--- config.mk ---
export PLATFORM = sky130hd
export DESIGN_NAME = mem_arbiter
export DESIGN_NICKNAME = d
export VERILOG_FILES = /design/src/rtl/mem_arb_pkg.sv /design/src/rtl/mem_arb_rr.sv /design/src/rtl/mem_arbiter.sv
export SDC_FILE = /design/constraint.sdc
export NUM_CORES = 1
export LEC_CHECK = 0
export CORE_AREA = 2 2 638 640
export DETAILED_ROUTE_END_ITERATION = 16
export DIE_AREA = 0 0 640 642
export HOLD_SLACK_MARGIN = 0.02
export SYNTH_ARGS = -nofsm -noshare
export SYNTH_HDL_FRONTEND = slang
export SYNTH_HIERARCHICAL = 1
export SYNTH_SLANG_ARGS = --single-unit
--- constraint.sdc ---
create_clock -name clk_i -period 2.1 [get_ports clk_i]
set_clock_uncertainty 0.15 [all_clocks]
set_input_delay 0.21 -clock clk_i [delete_from_list [all_inputs] [get_ports clk_i]]
set_output_delay 0.21 -clock clk_i [all_outputs]
set_load 0.05 [all_outputs]
--- src/rtl/mem_arb_pkg.sv ---
// Shared types and defaults for the two-requester memory arbiter.
package mem_arb_pkg;

    localparam int ADDR_W_DEF = 32;
    localparam int DATA_W_DEF = 256;

    typedef logic [1:0] arb_state_t;
    localparam arb_state_t ST_IDLE  = 2'd0;
    localparam arb_state_t ST_ISSUE = 2'd1;
    localparam arb_state_t ST_DONE  = 2'd2;

    typedef logic req_id_t;
    localparam req_id_t REQ_ICACHE = 1'b0;
    localparam req_id_t REQ_DCACHE = 1'b1;

endpackage

--- src/rtl/mem_arb_rr.sv ---
// 2-way round-robin picker: on a tie the requester not granted last wins.
module mem_arb_rr
    import mem_arb_pkg::*;
(
    input  logic [1:0] req_i,
    input  req_id_t    last_i,
    output req_id_t    gnt_o
);

    always_comb begin
        gnt_o = REQ_ICACHE;
        if (req_i == 2'b11) gnt_o = ~last_i;
        else if (req_i[1])  gnt_o = REQ_DCACHE;
    end

endmodule

--- src/rtl/mem_arbiter.sv ---
// Arbitrates I-cache/D-cache line transfers onto one Data_Memory port.
// MEM_ARB_FIXED_PRIO_EN: D-cache always wins ties, no last-grant register.
module mem_arbiter
    import mem_arb_pkg::*;
#(
    parameter int ADDR_W = ADDR_W_DEF,
    parameter int DATA_W = DATA_W_DEF
) (
    input  logic              clk_i,
    input  logic              rst_i,
    input  logic              req0_enable_i,
    input  logic              req1_enable_i,
    input  logic              req0_write_i,
    input  logic              req1_write_i,
    input  logic [ADDR_W-1:0] req0_addr_i,
    input  logic [ADDR_W-1:0] req1_addr_i,
    input  logic [DATA_W-1:0] req0_data_i,
    input  logic [DATA_W-1:0] req1_data_i,
    output logic              req0_ack_o,
    output logic              req1_ack_o,
    output logic [DATA_W-1:0] req0_data_o,
    output logic [DATA_W-1:0] req1_data_o,
    output logic              mem_enable_o,
    output logic              mem_write_o,
    output logic [ADDR_W-1:0] mem_addr_o,
    output logic [DATA_W-1:0] mem_data_o,
    input  logic              mem_ack_i,
    input  logic [DATA_W-1:0] mem_data_i
);

    arb_state_t        state_q, state_d;
    req_id_t           grant_q, grant_d;
    logic              grant_vld_q, grant_vld_d;
    logic              mem_write_q, mem_write_d;
    logic [ADDR_W-1:0] mem_addr_q, mem_addr_d;
    logic [DATA_W-1:0] mem_data_q, mem_data_d;
    logic [1:0]        req;
    req_id_t           pick;
    req_id_t           last_grant;

    assign req = {req1_enable_i, req0_enable_i};

    mem_arb_rr u_rr (
        .req_i  (req),
        .last_i (last_grant),
        .gnt_o  (pick)
    );

`ifdef MEM_ARB_FIXED_PRIO_EN
    // Pretending the I-cache was granted last makes the D-cache win every tie.
    assign last_grant = REQ_ICACHE;
`else
    req_id_t last_q, last_d;

    always_comb begin
        last_d = last_q;
        if (state_q == ST_IDLE && |req) last_d = pick;
    end

    always_ff @(posedge clk_i or negedge rst_i) begin
        if (!rst_i) last_q <= REQ_DCACHE;
        else        last_q <= last_d;
    end

    assign last_grant = last_q;
`endif

    always_comb begin
        state_d     = state_q;
        grant_d     = grant_q;
        grant_vld_d = grant_vld_q;
        mem_write_d = mem_write_q;
        mem_addr_d  = mem_addr_q;
        mem_data_d  = mem_data_q;
        case (state_q)
            ST_IDLE: begin
                if (|req) begin
                    grant_d     = pick;
                    grant_vld_d = 1'b1;
                    mem_write_d = (pick == REQ_DCACHE) ? req1_write_i : req0_write_i;
                    mem_addr_d  = (pick == REQ_DCACHE) ? req1_addr_i  : req0_addr_i;
                    mem_data_d  = (pick == REQ_DCACHE) ? req1_data_i  : req0_data_i;
                    state_d     = ST_ISSUE;
                end
            end
            ST_ISSUE: if (mem_ack_i) state_d = ST_DONE;
            // One enable-low cycle lets the memory restart its latency counter.
            ST_DONE:  state_d = ST_IDLE;
            default:  state_d = ST_IDLE;
        endcase
    end

    always_ff @(posedge clk_i or negedge rst_i) begin
        if (!rst_i) begin
            state_q     <= ST_IDLE;
            grant_q     <= REQ_ICACHE;
            grant_vld_q <= 1'b0;
            mem_write_q <= 1'b0;
            mem_addr_q  <= '0;
            mem_data_q  <= '0;
        end else begin
            state_q     <= state_d;
            grant_q     <= grant_d;
            grant_vld_q <= grant_vld_d;
            mem_write_q <= mem_write_d;
            mem_addr_q  <= mem_addr_d;
            mem_data_q  <= mem_data_d;
        end
    end

    assign mem_enable_o = (state_q == ST_ISSUE);
    assign mem_write_o  = mem_write_q;
    assign mem_addr_o   = mem_addr_q;
    assign mem_data_o   = mem_data_q;

    // A requester that dropped enable mid-transfer gets no ack.
    assign req0_ack_o = mem_ack_i && mem_enable_o && (grant_q == REQ_ICACHE) && req0_enable_i;
    assign req1_ack_o = mem_ack_i && mem_enable_o && (grant_q == REQ_DCACHE) && req1_enable_i;

    assign req0_data_o = (grant_vld_q && grant_q == REQ_ICACHE) ? mem_data_i : '0;
    assign req1_data_o = (grant_vld_q && grant_q == REQ_DCACHE) ? mem_data_i : '0;

endmodule

# Word level (Yosys, flattened, before mapping)

Cells that the tools add are included.

Input bits: 839
Flip-flop bits (word level): 294
Word-level logic and storage cells: 35

Bitwise logic cells: 2
Multiplexer cells: 10
Eq/ne operators: 4
Reductions and logical operators: 12

Operators by type and width:

| kind                 | count |
|---|---|
| $mux W256            | 3 |
| $mux W32             | 1 |
| $logic_and A1 B1 Y1  | 8 |
| $mux W2              | 2 |
| $ne A2 B1 Y1 const B | 2 |
| $pmux W2 S2          | 1 |
| $reduce_and A2 Y1    | 2 |
| $mux W1              | 3 |
| $eq A2 B1 Y1 const B | 1 |
| $eq A2 B2 Y1 const B | 1 |
| $logic_not A2 Y1     | 1 |
| $not A1 Y1           | 2 |
| $reduce_or A2 Y1     | 1 |

# Longest topological paths before layout

Depth in word-level cells: 4
Gate-level depth with buffers: 6
Gate-level depth less buffers: 3

# By module

Netlist, hierarchy kept.

By module, submodules not included:

| module      | sequential area each (µm²) | area an instance (µm²) | cells each | instances |
|---|---|---|---|---|
| mem_arbiter | 7358.3                     | 18320.1                | 1546       | 1 |
| mem_arb_rr  | 0.0                        | 11.3                   | 1          | 1 |

# Least setup slack after synthesis

No wires, ideal clock.

Path type: register -> output
Start: register state_q[1]
End: output req0_ack_o
Data required time: 1740 ps
Cell stages (with the launch flop): 4
Data arrival time: 1832 ps
Slack: -92 ps
Cell sequence: dfrtp_1 > nor2b_1 > and2_1 > and3b_1

Word-level cells in the longest chain between the ends: 4

RTL lines:

| what                             | line               | text |
|---|---|---|
| start: declaration               | mem_arbiter.sv:31  | `arb_state_t state_q, state_d;` |
| start signal: assignment         | mem_arbiter.sv:102 | `state_q <= state_d;` |
| $eq A2 B1 Y1                     | mem_arbiter.sv:111 | `assign mem_enable_o = (state_q == ST_ISSUE);` |
| net mem_enable_o                 | mem_arbiter.sv:23  | `output logic mem_enable_o,` |
| $logic_and A1 B1 Y1 (3 in a row) | mem_arbiter.sv:117 | `assign req0_ack_o = mem_ack_i && mem_enable_o && (grant_q == REQ_ICACHE) && req0_enable_i;` |
| end: declaration                 | mem_arbiter.sv:19  | `output logic req0_ack_o,` |

The timed path passes the listed nets, and every way through them passes these cells.

# Worst setup path in the final report

Start: register grant_q
End: output req1_data_o[245]

Word-level cells in the longest chain between the ends: 2

RTL lines:

| what                     | line               | text |
|---|---|---|
| start: declaration       | mem_arbiter.sv:32  | `req_id_t grant_q, grant_d;` |
| start signal: assignment | mem_arbiter.sv:103 | `grant_q <= grant_d;` |
| $logic_and A1 B1 Y1      | mem_arbiter.sv:121 | `assign req1_data_o = (grant_vld_q && grant_q == REQ_DCACHE) ? mem_data_i : '0;` |
| $mux W256                | mem_arbiter.sv:121 |  |
| end: declaration         | mem_arbiter.sv:22  | `output logic [DATA_W-1:0] req1_data_o,` |

Every way passes these cells.

==> results.md <==
* Outcome: finished, violations left
* Failing checks: setup timing
* CP Buf/Inv Count at 3
* Slowest stage cell on the critical path: dfrtp_4
* Initial Util at 0.0453
* Crit path arrival time at 2320 ps
* Crit-path leading delay family: buffers and inverters
* Vias/cell at 2.54
* Clock-pin slew on the worst setup and hold paths at 60 ps
* Crit start category: register
* Root Buffer: clkbuf_16
* Hold Path Stages at 3
* Post-synth top area cell: dfrtp_1
* Pin count of the biggest net entering global routing at 96
* Clk buf depth at 3
* Core Region at 0.404 mm2
* Post-Synthesis Cells at 1547
* H-tree level count at 2
* Most common cell after layout, fill and taps aside: clkdlybuf4s50_1
* IO Count at 1643
* TNS Setup at -248010 ps
* Syn Area/Cell at 11.8 um2
* Final Util at 0.123
* Part of the Yosys area used for sequential elements at 0.401
* Slew HR at 0.582
* Die area at 0.411 mm2
* NumNets Final at 4054
* Gr ovfl total at 0
* Peak Freq at 0.373 GHz
* DRT antenna net count at 0
* Final Wtd Congestion at 0.973
* RSZ-0062 raised after global routing: true
* Synthesized area at 0.0183 mm2
* Synth Net Count at 2386
* Worst Hold End: mem_data_o[102]
* Final instance area at 0.0496 mm2
* CP Class: reg -> out
* Chip width at 640 um
* Final Max Slew Viols at 0
* #FFs+latches synth at 294
* I/O Buffers at 1642
* Initial antenna violation count at 369
* Unique masters post-synth at 20
* Top cell by count, worst path: buf_12
* First-pass GRT wire length at 385000 um
* Skew-Pair Late Insertion Delay at 620 ps
* Leakage at 19.1 nW
* Setup ws final at -579 ps
* GRT Overall Usage at 0.158
* Worst VDD drop at 0.873 mV
* Worst hold path type: in -> reg
* Cells on worst reg2reg path at 5
* Initial drt markers at 1588
* PD cells at 1650 mW/mm2
* Worst R2R Start: last_grant
* Cts bufs inserted at 39
* TritonCTS clock tree: yes
* Number of remaining DRC errors at 0
* Worst stage delay on the critical path at 480 ps
* Highest-count cells in the layout ignoring fill and taps: clkdlybuf4s50_1, buf_12, dfrtp_1, mux2_2, and3_1
* Die span in y at 642 um
* CTS Sinks at 294
* Placed Area at 0.0471 mm2
* Crit. End Element: primary output
* Std-Cell Rows at 234
* Routed wire length per instance at 38.3 um
* WP data required at 1740 ps
* Vias in the first global route at 21000
* Final worst path period need at 2680 ps
* Max-cap violations at 0
* Crit Path Max Fanout at 72
* Largest cells by area after synthesis: dfrtp_1, mux2_2, mux2_1, and2_1, and3_1
* Ys Warns at 6
* Slew @ Worst Pin at 626 ps
* DR pass1 iterations at 5
* Area Overhead vs Synth at 171%
* Share of cells above drive strength 1 at 0.414
* Post-synth top area share at 0.400
* Worst path cell trace: buf_12 -> buf_4 -> and3_1 -> buf_12
* DP HPWL at 313000 um
* RR Endpoint: mem_data_o[2]
* Routed via count at 22300
* Tcrit/Tclk final at 1.28
* Worst hold start: req0_data_i[102]
* Final Hold Fails at 0
* Setup slack, reg-to-reg at -120 ps
* Routed wire length at 336000 um
* Final Setup Violations at 897
## routing by layer
layer | part of all wire | GRT usage | up-vias | wire [um]
met5 | 0.0042 | 0 | - | 1420
met4 | 0.025 | 0.0303 | 212 | 8550
met3 | 0.16 | 0.102 | 679 | 53500
met2 | 0.47 | 0.264 | 1700 | 156000
met1 | 0.35 | 0.166 | 10800 | 116000
li1 | - | - | 8939 | -
## how the worst max path moves through the flow
stage / slack [ps] / to / start / depth (start not counted)
6_report: -580 / req1_data_o[245] / grant_q / 4
4_1_cts: -700 / req0_data_o[249] / grant_q / 6
5_1_grt: -690 / req0_data_o[227] / grant_vld_q / 6
3_3_place_gp: -680 / mem_data_o[2] / req1_enable_i / 6
2_1_floorplan: 200 / req0_ack_o / state_q[1] / 3
3_5_place_dp: -660 / mem_data_o[2] / req1_enable_i / 6
## state kept, by name (all words and copies together) (netlist names)
signal	cells
mem_write_o	1
grant_q	1
state_q	2
grant_vld_q	1
last_grant	1
mem_data_o	256
mem_addr_o	32
## through the flow
step           setup slack (ps)  total power, W  hold slack (ps)  std cells
6_report                   -579          0.0817              115       8781
5_1_grt                    -692          0.0845             91.0       8708
4_1_cts                    -701          0.0827             44.5       8670
3_5_place_dp               -655          0.0734             97.1       8580
3_3_place_gp               -675          0.0734             98.0       8580
2_1_floorplan               200          0.0401             -236       1547
## kinds of logic after synthesis
kind of cell	count (synthesis)	share of synthesized area
muxes	580	0.377
and+or+nand+nor	519	0.177
DFF	294	0.401
buffers and inverters	150	0.0431
AOI/OAI and AO/OA	4	0.00157
## final cells by class
cell class / instances / area, um2
Sequential cell: 294 / 7370
Clock buffer: 52 / 1070
Clock inverter: 19 / 308
Inverter: 1 / 3.75
Fill cell: 45700 / 355000
Multi-Input combinational cell: 1103 / 10500
Timing Repair Buffer: 1776 / 23300
Tap cell: 5428 / 6790
Antenna cell: 108 / 270
## synthesized netlist by cell type, drive strengths merged
cell type / number
nor2b: 2
o21ai: 2
and3: 257
nor2: 1
and3b: 1
and2: 257
inv: 1
clkbuf: 81
mux2: 580
a21boi: 1
o21a: 1
dfstp: 1
buf: 68
dfrtp: 293
nand2b: 1
## power breakdown
part	switching, W	internal [W]	leakage [nW]
Clock	0.00320	0.00431	0.671
Combinational	0.0383	0.0251	15.0
Sequential	0.00211	0.00864	3.43
Total	0.0436	0.0381	19.1
## timing repair
item                                    4_1_cts  5_1_grt
endpoints found under the setup margin      921      948
pin swaps                                     5       15
hold buffers                                  3        0
endpoints found under the hold margin       295        0
cloned                                        7        1
buffers inserted                              9        3
resized for setup                           101       78
## tightest hold or removal path: stages
cell             delay [ps]
clkdlybuf4s50_1         440
mux2_1                  110
mux2_2                  130
No activity file was read; power rests on OpenSTA's default activity.
